### config.mk
export PLATFORM = sky130hd
export DESIGN_NAME = btn_repeat
export DESIGN_NICKNAME = d
export VERILOG_FILES = /design/src/rtl/btn_pkg.sv /design/src/rtl/btn_chan.sv /design/src/rtl/btn_repeat.sv
export SDC_FILE = /design/constraint.sdc
export NUM_CORES = 1
export LEC_CHECK = 0
export CAP_MARGIN = 20
export CELL_PAD_IN_SITES_DETAIL_PLACEMENT = 1
export CELL_PAD_IN_SITES_GLOBAL_PLACEMENT = 1
export CORE_MARGIN = 8
export CORE_UTILIZATION = 42
export DETAILED_ROUTE_END_ITERATION = 7
export PLACE_DENSITY = 0.77
export SYNTH_ARGS = -nofsm -noshare
export SYNTH_HDL_FRONTEND = slang
export SYNTH_SLANG_ARGS = --single-unit
### constraint.sdc
create_clock -name CLK -period 3.6 [get_ports CLK]
set_clock_uncertainty 0.2 [all_clocks]
set_input_delay 0.72 -clock CLK [delete_from_list [all_inputs] [get_ports CLK]]
set_output_delay 0.72 -clock CLK [all_outputs]
set_load 0.02 [all_outputs]
### src/rtl/btn_pkg.sv
// Shared types and default 50 MHz timing for the key front-end.
// State encoding is common to the repeat and single-pulse builds.
package btn_pkg;

    // BTN_DELAY doubles as the plain "key down" state when auto-repeat is not built.
    typedef enum logic [1:0] {
        BTN_IDLE   = 2'd0,
        BTN_DELAY  = 2'd1,
        BTN_REPEAT = 2'd2
    } btn_state_t;

    localparam int unsigned DEF_N_BTN        = 3;
    localparam int unsigned DEF_SAMPLE_DIV   = 500000;
    localparam int unsigned DEF_DEB_SAMPLES  = 3;
    localparam int unsigned DEF_REPEAT_DELAY = 50;
    localparam int unsigned DEF_REPEAT_RATE  = 10;

endpackage

### src/rtl/btn_chan.sv
// One key channel: 2-flop synchroniser, tick-driven debounce history,
// press/repeat FSM and the registered one-CLK press pulse.
// Auto-repeat is built only when BTN_REPEAT_EN is defined.
// Ports:
//   clk_i   system clock
//   rst_i   synchronous reset, active-high
//   tick_i  one-CLK sample strobe from the shared divider
//   nbtn_i  raw key, active-low, asynchronous
//   press_o one-CLK pulse per accepted press (and per repeat)
//   held_o  debounced level, 1 = key down
module btn_chan
    import btn_pkg::*;
#(
    parameter int unsigned DEB_SAMPLES  = DEF_DEB_SAMPLES,
    parameter int unsigned REPEAT_DELAY = DEF_REPEAT_DELAY,
    parameter int unsigned REPEAT_RATE  = DEF_REPEAT_RATE
) (
    input  logic clk_i,
    input  logic rst_i,
    input  logic tick_i,
    input  logic nbtn_i,
    output logic press_o,
    output logic held_o
);

    if (DEB_SAMPLES < 2 || DEB_SAMPLES > 8 ||
        REPEAT_DELAY < 1 || REPEAT_RATE < 1) begin : g_bad_param
        $error("btn_chan: parameter out of range");
    end

    // Synchroniser holds the raw (active-low) level; reset = released.
    logic s1_q, s2_q;
    logic down;

    logic [DEB_SAMPLES-1:0] hist_q, hist_d;
    logic                   held_q, held_d;
    btn_state_t             state_q, state_d;
    logic                   press_q, press_d;

`ifdef BTN_REPEAT_EN
    localparam int unsigned RMAX = (REPEAT_DELAY > REPEAT_RATE) ?
                                   REPEAT_DELAY : REPEAT_RATE;
    // Largest value loaded is RMAX-1.
    localparam int unsigned RW   = (RMAX > 1) ? $clog2(RMAX) : 1;

    logic [RW-1:0] rcnt_q, rcnt_d;
`endif

    assign down = ~s2_q;

    always_ff @(posedge clk_i) begin
        if (rst_i) begin
            s1_q    <= 1'b1;
            s2_q    <= 1'b1;
            hist_q  <= '0;
            held_q  <= 1'b0;
            state_q <= BTN_IDLE;
            press_q <= 1'b0;
        end else begin
            s1_q    <= nbtn_i;
            s2_q    <= s1_q;
            hist_q  <= hist_d;
            held_q  <= held_d;
            state_q <= state_d;
            press_q <= press_d;
        end
    end

`ifdef BTN_REPEAT_EN
    always_ff @(posedge clk_i) begin
        if (rst_i) begin
            rcnt_q <= '0;
        end else begin
            rcnt_q <= rcnt_d;
        end
    end
`endif

    // The FSM looks at the debounced level being accepted on this same
    // tick, so the press pulse lands in the CLK right after that tick.
    always_comb begin
        hist_d  = hist_q;
        held_d  = held_q;
        state_d = state_q;
        press_d = 1'b0;
`ifdef BTN_REPEAT_EN
        rcnt_d  = rcnt_q;
`endif
        if (tick_i) begin
            hist_d = {hist_q[DEB_SAMPLES-2:0], down};
            if (&hist_d) begin
                held_d = 1'b1;
            end else if (~|hist_d) begin
                held_d = 1'b0;
            end

            unique case (state_q)
                BTN_IDLE: begin
                    if (held_d) begin
                        press_d = 1'b1;
                        state_d = BTN_DELAY;
`ifdef BTN_REPEAT_EN
                        rcnt_d  = RW'(REPEAT_DELAY - 1);
`endif
                    end
                end
`ifdef BTN_REPEAT_EN
                BTN_DELAY, BTN_REPEAT: begin
                    if (!held_d) begin
                        state_d = BTN_IDLE;
                    end else if (rcnt_q == '0) begin
                        press_d = 1'b1;
                        state_d = BTN_REPEAT;
                        rcnt_d  = RW'(REPEAT_RATE - 1);
                    end else begin
                        rcnt_d  = rcnt_q - RW'(1);
                    end
                end
`else
                BTN_DELAY: begin
                    if (!held_d) begin
                        state_d = BTN_IDLE;
                    end
                end
`endif
                default: state_d = BTN_IDLE;
            endcase
        end
    end

    assign press_o = press_q;
    assign held_o  = held_q;

endmodule

### src/rtl/btn_repeat.sv
// Key front-end: shared sample-tick divider plus one btn_chan per key.
// Optional auto-repeat is compiled in with BTN_REPEAT_EN.
// Ports:
//   CLK      system clock
//   RST      synchronous reset, active-high
//   nBUTTON  raw keys, active-low, asynchronous
//   PRESS    one-CLK pulse per accepted press / repeat
//   HELD     debounced levels, 1 = key down
module btn_repeat
    import btn_pkg::*;
#(
    parameter int unsigned N_BTN        = DEF_N_BTN,
    parameter int unsigned SAMPLE_DIV   = DEF_SAMPLE_DIV,
    parameter int unsigned DEB_SAMPLES  = DEF_DEB_SAMPLES,
    parameter int unsigned REPEAT_DELAY = DEF_REPEAT_DELAY,
    parameter int unsigned REPEAT_RATE  = DEF_REPEAT_RATE
) (
    input  logic             CLK,
    input  logic             RST,
    input  logic [N_BTN-1:0] nBUTTON,
    output logic [N_BTN-1:0] PRESS,
    output logic [N_BTN-1:0] HELD
);

    localparam int unsigned CW = $clog2(SAMPLE_DIV);

    logic [CW-1:0] cnt_q, cnt_d;
    logic          tick;

    assign tick = (cnt_q == CW'(SAMPLE_DIV - 1));

    always_comb begin
        cnt_d = cnt_q + CW'(1);
        if (tick) begin
            cnt_d = '0;
        end
    end

    always_ff @(posedge CLK) begin
        if (RST) begin
            cnt_q <= '0;
        end else begin
            cnt_q <= cnt_d;
        end
    end

    for (genvar i = 0; i < N_BTN; i++) begin : g_chan
        btn_chan #(
            .DEB_SAMPLES (DEB_SAMPLES),
            .REPEAT_DELAY(REPEAT_DELAY),
            .REPEAT_RATE (REPEAT_RATE)
        ) u_chan (
            .clk_i  (CLK),
            .rst_i  (RST),
            .tick_i (tick),
            .nbtn_i (nBUTTON[i]),
            .press_o(PRESS[i]),
            .held_o (HELD[i])
        );
    end

endmodule

* Word-level counts from Yosys, hierarchy flattened *
Index checks and enable logic that the tools add are counted.

storage, ports and cells
  ROM bits = 0
  bits in writable memories = 0
  memories kept = 0
  latch bits = 0
  output and inout bits = 6
  word-level logic and storage cells = 74
  register bits after elaboration = 43

cells by class
  div/mod/pow operators = 0
  order comparisons = 0
  equality and inequality tests = 10
  mux-type cells = 21
  reductions and logical operators = 16
  add/subtract/negate cells = 1
  multiply operators = 0
  bitwise operators = 7
  shifts and indexed selects = 0

operators with widths
  kind                                                   count
  adder 19 x 1 -> 19 bit, second input constant          1
  == test 19 bit, second input constant                  1
  AND reduction 3 bit                                    6
  OR reduction 3 bit                                     6
  2-to-1 mux 1 bit                                       12
  2-to-1 mux 2 bit                                       6
  case mux 2 bit (2 select lines)                        3
  inverter 1 bit                                         7
  == test 2 x 1 -> 1 bit, second input constant          3
  logical NOT 2 bit                                      3
  inequality test 2 x 1 -> 1 bit, second input constant  3
  inequality test 2 bit, second input constant           3
  OR reduction 2 bit                                     1

* Logic depth before layout (Yosys ltp) *
Gate-level depths: netlist of the first run.

  word-level depth = 7
  mapped depth = 6
  depth with buffers taken out = 5

* By module *
Synthesis of the first run repeated with hierarchy kept, for this count alone.

unflattened totals
  cell total of the unflattened synthesis = 174
  area, all modules = 1612.8 µm²

modules (own cells, without submodules)
  module      instances  sequential area each (µm²)  cells each  area an instance (µm²)
  btn_repeat  1          380.4                       102         895.9
  btn_chan    3          140.1                       24          239.0

* Worst setup path after synthesis of the first run *
No wires, ideal clock.

  path kind = reg2reg
  start = register cnt_q[0]
  end = register cnt_q[18]
  cell stages (with the launch flop) = 6
  period minus slack after synthesis = 1983 ps
  data arrival time = 1713 ps
  data required time = 3330 ps
  path buffers = 0
  path slack = 1617 ps
  cell sequence = dfxtp_1 > ha_1 > nand4_2 > or4_1 > or3_1 > a21oi_1

between the ends
  cells in the longest elaborated chain, start to end = 2
  elaborated cells between the ends (all ways) = 3
  classes of those cells = add/sub: 1; eq/ne: 1; reduce/logical: 1

ends and longest elaborated chain
  what                                                            line              RTL
  start, declared                                                 btn_repeat.sv:27  logic [CW-1:0] cnt_q, cnt_d;
  start signal, assigned                                          btn_repeat.sv:43  cnt_q <= cnt_d;
  branches (longest 2 deep; another with adder 19 x 1 -> 19 bit)  -

Several ways; the timed one is not identified.
A chain may end at the register's enable or synchronous reset.

* Worst setup path in the final report of the first run *
Ends and elaborated chain as after synthesis.

==> results.sh, run 1 <==
export IMPL_area_share_of_fa_ha_maj_cells_after_synthesis=0.00751
export IMPL_nFillCells=483
export IMPL_compound_gate_portion_of_the_synthesized_area=0.117
export IMPL_worst_ir_drop_on_vdd_v=0.000209
export IMPL_relSlewSlack=0.643
export IMPL_post_cts_buffers=0
export IMPL_nets_final=194
export IMPL_detailroute_via_count=1300
export IMPL_grt_pass1_wl_mm=6.38
export IMPL_async_flop_share=0
export IMPL_worst_slew_pin_slew_ns=0.534
export IMPL_fmax_mhz=416
export IMPL_die_area_um2=6240
export IMPL_total_leakage_power_nw=0.646
export IMPL_worst_setup_hold_path_clk_slew_ns=0.07
export IMPL_min_path_type="reg -> reg"
export IMPL_critical_path_n_buffers_inverters=0
export IMPL_portBuffers=10
export IMPL_cts_repair_resized=0
export IMPL_min_period_ns=2.41
export IMPL_final_max_slew_violation_count=0
export IMPL_synthesis_instances=182
export IMPL_final_weighted_congestion_in_routability_driven_placement=0.786
export IMPL_combined_area_of_all_synthesized_cells_um2=1670
export IMPL_startpoint_type="register"
export IMPL_worstPathCellList="ha_1, nand4_2, or4_1, or3_1, a21oi_1"
export IMPL_grt_setup_unrepaired="no"
export IMPL_ys_warn_count=0
export IMPL_synthesis_nets=188
export IMPL_slowest_delay_ns=0.66
export IMPL_dpl_cell_count=231
export IMPL_grt_pass1_vias=1348
export IMPL_syn_mean_instance_area_um2=9.15
export IMPL_htreeDepth=2
export IMPL_critical_path_slowest_cell="sky130_fd_sc_hd__or4_1"
export IMPL_cts_root_buffer_cell="sky130_fd_sc_hd__clkbuf_8"
export IMPL_n_antenna_cell=0
export IMPL_dominantRegCellSynth="sky130_fd_sc_hd__dfxtp_1"
export IMPL_finalSetupViolations=0
export IMPL_die_width_um=79.0
export IMPL_drt_drc_violations_left=0
export IMPL_cts_hold_buffers=0
export IMPL_max_root_sink_buffers=2
export IMPL_synth_cell_types=34
export IMPL_period_utilization_post_route=0.668
export IMPL_area_sequential_um2=801
export IMPL_post_synth_edffs=0
export IMPL_design_portCount=11
export IMPL_post_layout_nonfiller_instances=239
export IMPL_effective_utilization_at_floorplan=0.426
export IMPL_synth_top_family_by_area="simple AND/OR/NAND/NOR gates"
export IMPL_worst_path_max_fanout=12
export IMPL_placement_rows=23
export IMPL_grt_antenna_before_repair=0
export IMPL_area_growth_pct=11.3
export IMPL_height_of_the_die_um=79.0
export IMPL_grt_overflow=0
export IMPL_grt_start_max_net_pins=20
export IMPL_via_per_inst=5.44
export IMPL_multi_input_area_um2=762
export IMPL_drv_cap=0
export IMPL_design_core_area_um2=3910
export IMPL_power_density_nw_per_um2=419
export IMPL_wirelength_routed_mm=3.66
export IMPL_clock_insertion_delay_worst_skew_ns=0.29
export IMPL_cp_required_ns=3.62
export IMPL_final_hold_viol_count=0
export IMPL_fin_tns_setup_ns=0
export IMPL_numCtsBuffers=5
export IMPL_dp_hpwl_mm=2.68
export IMPL_global_route_usage_total=0.129
export IMPL_cp_arrival_ns=2.43
export IMPL_drt_iter0_drc=69
export IMPL_outcome="finished clean"
export IMPL_wl_per_cell_um=15.3
export IMPL_worstSetupEndpointType="register"
export IMPL_critical_path_type="reg -> reg"
export IMPL_cts_sink_count=40
export IMPL_synthMuxAreaShare=0.00601
export IMPL_synth_xor_area_frac=0.0789
export IMPL_layout_drive_gt1_share=0.0952
export IMPL_synth_seq_cells=40
export IMPL_seq_area_frac_synth=0.481
export IMPL_postRouteAntennaNets=0
export IMPL_synth_simple_area_share=0.248
export IMPL_tritoncts="yes"
export IMPL_drt_first_pass_iters=4
export IMPL_critical_path_top_delay_family="simple AND/OR/NAND/NOR gates"
==> logic make-up (layout without fill, tap and decap cells) <==
logic type | Yosys count | in the layout
buffers and inverters | 20 | 27
flip-flops | 40 | 40
AO/OA/AOI/OAI | 29 | 29
multiplexers | 1 | 1
XOR/XNOR | 15 | 15
adder cells (fa/ha/maj) | 1 | 1
AND/OR/NAND/NOR | 76 | 76
==> placed cells by master, fill, tap and decap left out, drive strengths merged <==
cell type,count
o21ai,10
a31o,1
nor2b,2
clkbuf,8
nor4b,2
inv,8
nor4,6
nand4,7
o211ai,2
clkdlybuf4s50,10
buf,1
or4,1
nor3,7
nand2,10
xor2,4
and3,2
mux2i,1
dfxtp,40
nor2,19
a21boi,3
o22ai,4
ha,1
or2,6
a21o,3
o31ai,4
xnor2,11
nor3b,1
a21oi,2
and4,2
or3,1
nand3,10
==> worst paths after layout <==
path                                      end  slack [ns]                              from  depth (start not counted)
min reg2reg  g_chan[2].u_chan.s2_q$_SDFF_PP1_        0.21  g_chan[2].u_chan.s1_q$_SDFF_PP1_                          1
min          g_chan[2].u_chan.s2_q$_SDFF_PP1_        0.21  g_chan[2].u_chan.s1_q$_SDFF_PP1_                          1
max                      cnt_q[18]$_SDFF_PP0_        1.19               cnt_q[0]$_SDFF_PP0_                          5
max reg2reg              cnt_q[18]$_SDFF_PP0_        1.19               cnt_q[0]$_SDFF_PP0_                          5
==> where the power goes <==
group          leakage (nW)  total, mW  switching, mW  internal [mW]
sequential            0.324      0.453        0.00470          0.448
combinational         0.276     0.0222         0.0122         0.0100
clock                0.0455      0.302          0.145          0.156
total                 0.646      0.777          0.162          0.614
==> registers in the layout, summed over array words and instances, names as in the netlist <==
signal	flops
cnt_q	19
g_chan.u_chan.hist_q	6
g_chan.u_chan.held_o	3
g_chan.u_chan.press_o	3
g_chan.u_chan.s1_q	3
g_chan.u_chan.s2_q	3
g_chan.u_chan.state_q	3
==> cell usage after synthesis (2+ instances only) <==
cell / number / area, µm²
sky130_fd_sc_hd__xor2_1: 4 / 35.0
sky130_fd_sc_hd__nor2_1: 19 / 71.3
sky130_fd_sc_hd__clkbuf_1: 4 / 15.0
sky130_fd_sc_hd__nand3_1: 10 / 50.1
sky130_fd_sc_hd__dfxtp_1: 40 / 801
sky130_fd_sc_hd__a21o_1: 3 / 22.5
sky130_fd_sc_hd__xnor2_1: 11 / 96.3
sky130_fd_sc_hd__o21ai_0: 9 / 45.0
sky130_fd_sc_hd__o211ai_1: 2 / 15.0
sky130_fd_sc_hd__and4_1: 2 / 17.5
sky130_fd_sc_hd__nor2b_1: 2 / 12.5
sky130_fd_sc_hd__nand4_1: 5 / 31.3
sky130_fd_sc_hd__nor4_1: 5 / 31.3
sky130_fd_sc_hd__nor3_1: 7 / 35.0
sky130_fd_sc_hd__a21boi_0: 3 / 22.5
sky130_fd_sc_hd__nand2_1: 10 / 37.5
sky130_fd_sc_hd__o22ai_1: 4 / 25.0
sky130_fd_sc_hd__or2_2: 6 / 37.5
sky130_fd_sc_hd__inv_1: 8 / 30.0
sky130_fd_sc_hd__nand4_2: 2 / 25.0
sky130_fd_sc_hd__buf_4: 7 / 52.6
sky130_fd_sc_hd__and3_1: 2 / 12.5
sky130_fd_sc_hd__nor4b_1: 2 / 17.5
sky130_fd_sc_hd__a21oi_1: 2 / 10.0
sky130_fd_sc_hd__o31ai_1: 4 / 30.0
==> per-stage QoR <==
step	utilization	hold slack [ns]	cell area [µm²]	total power, mW	setup slack [ns]
finish	0.473	0.214	1850	0.777	1.19
global placement	0.450	0.194	1760	0.484	1.33
CTS	0.473	0.218	1850	0.786	1.19
global route	0.473	0.229	1850	0.805	1.06
detailed placement	0.450	0.198	1760	0.486	1.21
floorplan	-	0.189	1670	0.476	1.62
==> layer usage <==
layer | global-route usage | part of all wire
met1 | 0.152 | 0.47
met2 | 0.210 | 0.48
met3 | 0.0451 | 0.033
met4 | 0.0500 | 0.016
met5 | 0 | 0
==> final cells by class <==
cell class,instances,area share
inverter,8,0.0162
timing repair buffer,11,0.0581
clock buffer,8,0.0486
tap,50,0.0338
multi-input combinational,122,0.411
sequential,40,0.432
Power figures use the tool's default switching activity.
==> inputs of run 2 (changes only) <==
clock period = 2.25 ns   (was 3.6 ns; I/O delays follow)
==> results.sh, run 2 (synthesis results as in run 1) <==
export IMPL_design_portCount=11
export IMPL_via_per_inst=5.45
export IMPL_total_leakage_power_nw=0.678
export IMPL_net_switching_power_mw=0.277
export IMPL_worst_slew_pin_slew_ns=0.385
export IMPL_effective_utilization_at_floorplan=0.426
export IMPL_share_comb_of_total_power=0.030
export IMPL_layout_drive_gt1_share=0.124
export IMPL_largest_registers="cnt_q (19), g_chan.u_chan.hist_q (6)"
export IMPL_global_route_usage_total=0.121
export IMPL_nets_final=199
export IMPL_min_from="g_chan[1].u_chan.s1_q$_SDFF_PP1_"
export IMPL_placement_setup_worst_slack_ns=0.192
export IMPL_relSlewSlack=0.740
export IMPL_worst_setup_hold_path_clk_slew_ns=0.08
export IMPL_die_width_um=79.0
export IMPL_startpoint_type="register"
export IMPL_worstPathCellList="ha_1, nand4_2, or4_1, or3_1, a21oi_1"
export IMPL_finalSetupViolations=0
export IMPL_grt_antenna_before_repair=0
export IMPL_detailroute_via_count=1330
export IMPL_grt_pass1_wl_mm=5.94
export IMPL_wirelength_routed_mm=3.59
export IMPL_dpl_cell_count=236
export IMPL_p_seq_frac=0.540
export IMPL_p_clk_frac=0.430
export IMPL_fin_worst_hold_slack_ns=0.216
export IMPL_power_switching_fraction=0.206
export IMPL_numCtsBuffers=5
export IMPL_largest_register="cnt_q"
export IMPL_cp_arrival_ns=2.10
export IMPL_slowest_delay_ns=0.55
export IMPL_drt_drc_violations_left=0
export IMPL_critical_path_type="reg -> reg"
export IMPL_worst_case_setup_margin_in_the_final_layout_ns=0.182
export IMPL_post_layout_nonfiller_instances=244
export IMPL_fin_area_um2=1910
export IMPL_final_hold_viol_count=0
export IMPL_r2r_end="cnt_q[18]$_SDFF_PP0_"
export IMPL_mostFrequentLayoutCell="sky130_fd_sc_hd__dfxtp_1"
export IMPL_critical_path_slowest_cell="sky130_fd_sc_hd__or4_1"
export IMPL_worst_path_max_fanout=5
export IMPL_rrSetupSlack_ns=0.18
export IMPL_hold_path_end="g_chan[1].u_chan.s2_q$_SDFF_PP1_"
export IMPL_worst_r2r_startpoint="cnt_q[0]$_SDFF_PP0_"
export IMPL_worstSetupEndpointType="register"
export IMPL_worst_ir_drop_on_vdd_v=0.000332
export IMPL_cts_root_buffer_cell="sky130_fd_sc_hd__clkbuf_8"
export IMPL_post_cts_buffers=0
export IMPL_worst_hold_path_cells=1
export IMPL_grt_start_max_net_pins=15
export IMPL_cts_sink_count=40
export IMPL_tritoncts="yes"
export IMPL_dp_hpwl_mm=2.61
export IMPL_cts_hold_buffers=0
export IMPL_final_weighted_congestion_in_routability_driven_placement=0.828
export IMPL_fmax_mhz=483
export IMPL_max_root_sink_buffers=2
export IMPL_portBuffers=10
export IMPL_nFillCells=483
export IMPL_min_path_type="reg -> reg"
export IMPL_internal_power_mw=1.07
export IMPL_n_antenna_cell=0
export IMPL_htreeDepth=2
export IMPL_area_growth_pct=14.6
export IMPL_grt_setup_unrepaired="no"
export IMPL_placement_rows=23
export IMPL_postRouteAntennaNets=0
export IMPL_rr_worst_depth=5
export IMPL_outcome="finished clean"
export IMPL_design_core_area_um2=3910
export IMPL_post_dp_cell_area_um2=1800
export IMPL_finalCoreUtilization=0.488
export IMPL_clock_insertion_delay_worst_skew_ns=0.30
export IMPL_cts_repair_resized=0
export IMPL_largest_reg_flops=19
export IMPL_drv_cap=0
export IMPL_die_area_um2=6240
export IMPL_cp_required_ns=2.28
export IMPL_height_of_the_die_um=79.0
export IMPL_grt_pass1_vias=1291
export IMPL_grt_overflow=0
export IMPL_wl_per_cell_um=14.7
export IMPL_period_utilization_post_route=0.919
export IMPL_drt_first_pass_iters=4
export IMPL_power_density_nw_per_um2=703
export IMPL_final_max_slew_violation_count=0
export IMPL_fin_tns_setup_ns=0
export IMPL_min_period_ns=2.07
export IMPL_layout_common_cells="sky130_fd_sc_hd__dfxtp_1 (40), sky130_fd_sc_hd__nor2_1 (19), sky130_fd_sc_hd__xnor2_1 (11)"
export IMPL_drt_iter0_drc=56
export IMPL_total_power_mw=1.34
-- run 2: cell count changes in the layout (fill, tap and decap cells not counted) --
cell | before | now
sky130_fd_sc_hd__clkinv_2 | 0 | 1
sky130_fd_sc_hd__buf_4 | 1 | 6
sky130_fd_sc_hd__clkbuf_8 | 6 | 5
sky130_fd_sc_hd__clkbuf_1 | 2 | 1
sky130_fd_sc_hd__bufinv_16 | 0 | 1
-- run 2: metal layers --
layer,vias up,wire length (µm),track usage
met4,0,94,0.0593
met3,9,150,0.0429
met5,-,0,0
met2,23,1630,0.191
met1,645,1710,0.141
li1,653,-,-
-- run 2: worst max-delay path by stage --
| stage | startpoint | to | slack, ns | depth (start not counted) |
|---|---|---|---|---|
| after floorplan | cnt_q[0]$_SDFF_PP0_ | cnt_q[18]$_SDFF_PP0_ | 0.27 | 5 |
| after global placement | cnt_q[0]$_SDFF_PP0_ | cnt_q[18]$_SDFF_PP0_ | 0.28 | 5 |
| after detailed placement | cnt_q[0]$_SDFF_PP0_ | cnt_q[18]$_SDFF_PP0_ | 0.19 | 5 |
| after CTS | cnt_q[0]$_SDFF_PP0_ | cnt_q[18]$_SDFF_PP0_ | 0.18 | 5 |
| after global routing | cnt_q[0]$_SDFF_PP0_ | cnt_q[18]$_SDFF_PP0_ | 0.09 | 5 |
| final | cnt_q[0]$_SDFF_PP0_ | cnt_q[18]$_SDFF_PP0_ | 0.18 | 5 |
-- run 2: critical path, delay by kind of cell (launching register included) --
| kind | cells | cell delay (ns) |
|---|---|---|
| AO/OA/AOI/OAI | 1 | 0.14 |
| adder cells (fa/ha/maj) | 1 | 0.26 |
| flip-flops | 1 | 0.40 |
| AND/OR/NAND/NOR | 3 | 1.00 |
-- run 2: power groups by stage --
stage	Combinational, mW	Sequential, mW	Clock [mW]
floorplan	0.0220	0.739	0
detailed placement	0.0407	0.741	0
global placement	0.0396	0.740	0
CTS	0.0409	0.725	0.595
global route	0.0441	0.726	0.625
finish	0.0402	0.725	0.578
-- run 2: cell type report --
cell class                 instances  area, µm²  area share
inverter                           8       30.0      0.0157
clock inverter                     2       35.0      0.0184
clock buffer                       6       72.6      0.0380
multi-input combinational        122        762       0.399
sequential                        40        801       0.420
timing repair buffer              16        145      0.0761
tap                               50       62.6      0.0328
==> inputs of run 3 (changes only) <==
CORE_ASPECT_RATIO = 1.75   (was not set)
==> results.sh, run 3 (synthesis results as in run 1) <==
export IMPL_outcome="finished clean"
export IMPL_global_route_usage_total=0.136
export IMPL_worst_setup_hold_path_clk_slew_ns=0.08
export IMPL_design_core_area_um2=3830
export IMPL_final_weighted_congestion_in_routability_driven_placement=0.838
export IMPL_placement_rows=30
export IMPL_critical_path_top_delay_family="simple AND/OR/NAND/NOR gates"
export IMPL_critical_path_cell_count=5
export IMPL_fin_tns_setup_ns=0
export IMPL_drt_first_pass_iters=4
export IMPL_fin_area_um2=1930
export IMPL_post_dp_cell_area_um2=1820
export IMPL_worst_r2r_startpoint="cnt_q[0]$_SDFF_PP0_"
export IMPL_largest_registers="cnt_q (19), g_chan.u_chan.hist_q (6)"
export IMPL_grt_pass1_vias=1495
export IMPL_r2r_end="cnt_q[18]$_SDFF_PP0_"
export IMPL_critical_path_type="reg -> reg"
export IMPL_hold_path_end="g_chan[0].u_chan.s2_q$_SDFF_PP1_"
export IMPL_worst_hold_path_cells=1
export IMPL_postRouteAntennaNets=0
export IMPL_startpoint_type="register"
export IMPL_tritoncts="yes"
export IMPL_area_growth_pct=15.6
export IMPL_die_width_um=63.6
export IMPL_finalSetupViolations=0
export IMPL_post_cts_buffers=0
export IMPL_final_hold_viol_count=0
export IMPL_grt_setup_unrepaired="no"
export IMPL_detailroute_via_count=1340
export IMPL_cp_arrival_ns=2.08
export IMPL_layout_common_cells="sky130_fd_sc_hd__dfxtp_1 (40), sky130_fd_sc_hd__nor2_1 (19), sky130_fd_sc_hd__xnor2_1 (11)"
export IMPL_clock_insertion_delay_worst_skew_ns=0.29
export IMPL_worstPathCellList="ha_1, nand4_2, or4_1, or3_1, a21oi_1"
export IMPL_design_portCount=11
export IMPL_worstSetupEndpointType="register"
export IMPL_portBuffers=10
export IMPL_effective_utilization_at_floorplan=0.435
export IMPL_height_of_the_die_um=99.3
export IMPL_rr_worst_depth=5
export IMPL_placement_setup_worst_slack_ns=0.200
export IMPL_htreeDepth=2
export IMPL_cp_required_ns=2.28
export IMPL_drt_iter0_drc=32
export IMPL_power_density_nw_per_um2=698
export IMPL_worst_case_setup_margin_in_the_final_layout_ns=0.197
export IMPL_worst_path_max_fanout=5
export IMPL_mostFrequentLayoutCell="sky130_fd_sc_hd__dfxtp_1"
export IMPL_grt_start_max_net_pins=16
export IMPL_period_utilization_post_route=0.912
export IMPL_total_leakage_power_nw=0.689
export IMPL_critical_path_n_buffers_inverters=0
export IMPL_relSlewSlack=0.699
export IMPL_final_max_slew_violation_count=0
export IMPL_drt_drc_violations_left=0
export IMPL_dp_hpwl_mm=2.89
export IMPL_cts_root_buffer_cell="sky130_fd_sc_hd__clkbuf_8"
export IMPL_slowest_delay_ns=0.54
export IMPL_min_path_type="reg -> reg"
export IMPL_grt_overflow=0
export IMPL_wirelength_routed_mm=3.90
export IMPL_die_area_um2=6320
export IMPL_grt_antenna_before_repair=0
export IMPL_min_period_ns=2.05
export IMPL_worst_slew_pin_slew_ns=0.448
export IMPL_total_power_mw=1.34
export IMPL_via_per_inst=5.51
export IMPL_numCtsBuffers=5
export IMPL_min_from="g_chan[0].u_chan.s1_q$_SDFF_PP1_"
export IMPL_cts_sink_count=40
export IMPL_n_antenna_cell=0
export IMPL_max_root_sink_buffers=2
export IMPL_critical_path_slowest_cell="sky130_fd_sc_hd__or4_1"
export IMPL_largest_register="cnt_q"
export IMPL_nets_final=200
export IMPL_largest_reg_flops=19
export IMPL_cts_hold_buffers=0
export IMPL_cts_repair_resized=0
export IMPL_wl_per_cell_um=16.0
export IMPL_grt_pass1_wl_mm=6.88
export IMPL_worst_ir_drop_on_vdd_v=0.000534
export IMPL_rrSetupSlack_ns=0.20
export IMPL_fmax_mhz=487
export IMPL_layout_drive_gt1_share=0.128
export IMPL_fin_worst_hold_slack_ns=0.217
export IMPL_drv_cap=0
==> run 3: cell count changes in the layout (fill, tap and decap cells not counted) <==
cell                     previous run  this run
sky130_fd_sc_hd__buf_12             0         1
==> run 3: report_power, final <==
part / switching [mW] / total [mW] / leakage [nW] / internal (mW)
clock: 0.248 / 0.577 / 0.0552 / 0.329
combinational: 0.0210 / 0.0418 / 0.310 / 0.0207
sequential: 0.00775 / 0.725 / 0.324 / 0.717
total: 0.277 / 1.34 / 0.689 / 1.07
==> run 3: layer usage <==
metal | global-route usage | part of all wire | up-vias
met1 | 0.120 | 0.38 | 658
met2 | 0.256 | 0.55 | 16
met5 | 0 | 0 | -
li1 | - | - | 653
met4 | 0.0898 | 0.040 | 0
met3 | 0.0405 | 0.025 | 13
==> run 3: area by class of cell <==
cell class / instances / area [µm²]
Fill cell: 473 / 1900
Sequential cell: 40 / 801
Tap cell: 48 / 60.1
Multi-Input combinational cell: 122 / 762
Clock inverter: 2 / 35.0
Inverter: 8 / 30.0
Timing Repair Buffer: 17 / 165
Clock buffer: 6 / 72.6
==> run 3: worst max-delay path by stage <==
| stage | startpoint | to | slack, ns |
|---|---|---|---|
| finish | cnt_q[0]$_SDFF_PP0_ | cnt_q[18]$_SDFF_PP0_ | 0.20 |
| global route | cnt_q[0]$_SDFF_PP0_ | cnt_q[18]$_SDFF_PP0_ | 0.06 |
| CTS | cnt_q[0]$_SDFF_PP0_ | cnt_q[18]$_SDFF_PP0_ | 0.18 |
| detailed placement | cnt_q[0]$_SDFF_PP0_ | cnt_q[18]$_SDFF_PP0_ | 0.20 |
| global placement | cnt_q[0]$_SDFF_PP0_ | cnt_q[18]$_SDFF_PP0_ | 0.26 |
| floorplan | cnt_q[0]$_SDFF_PP0_ | cnt_q[18]$_SDFF_PP0_ | 0.27 |
==> run 3: through the flow <==
step,utilization,instances
after floorplan,-,182
after global placement,0.475,235
after detailed placement,0.475,235
after CTS,0.503,243
after global routing,0.503,243
final,0.503,243
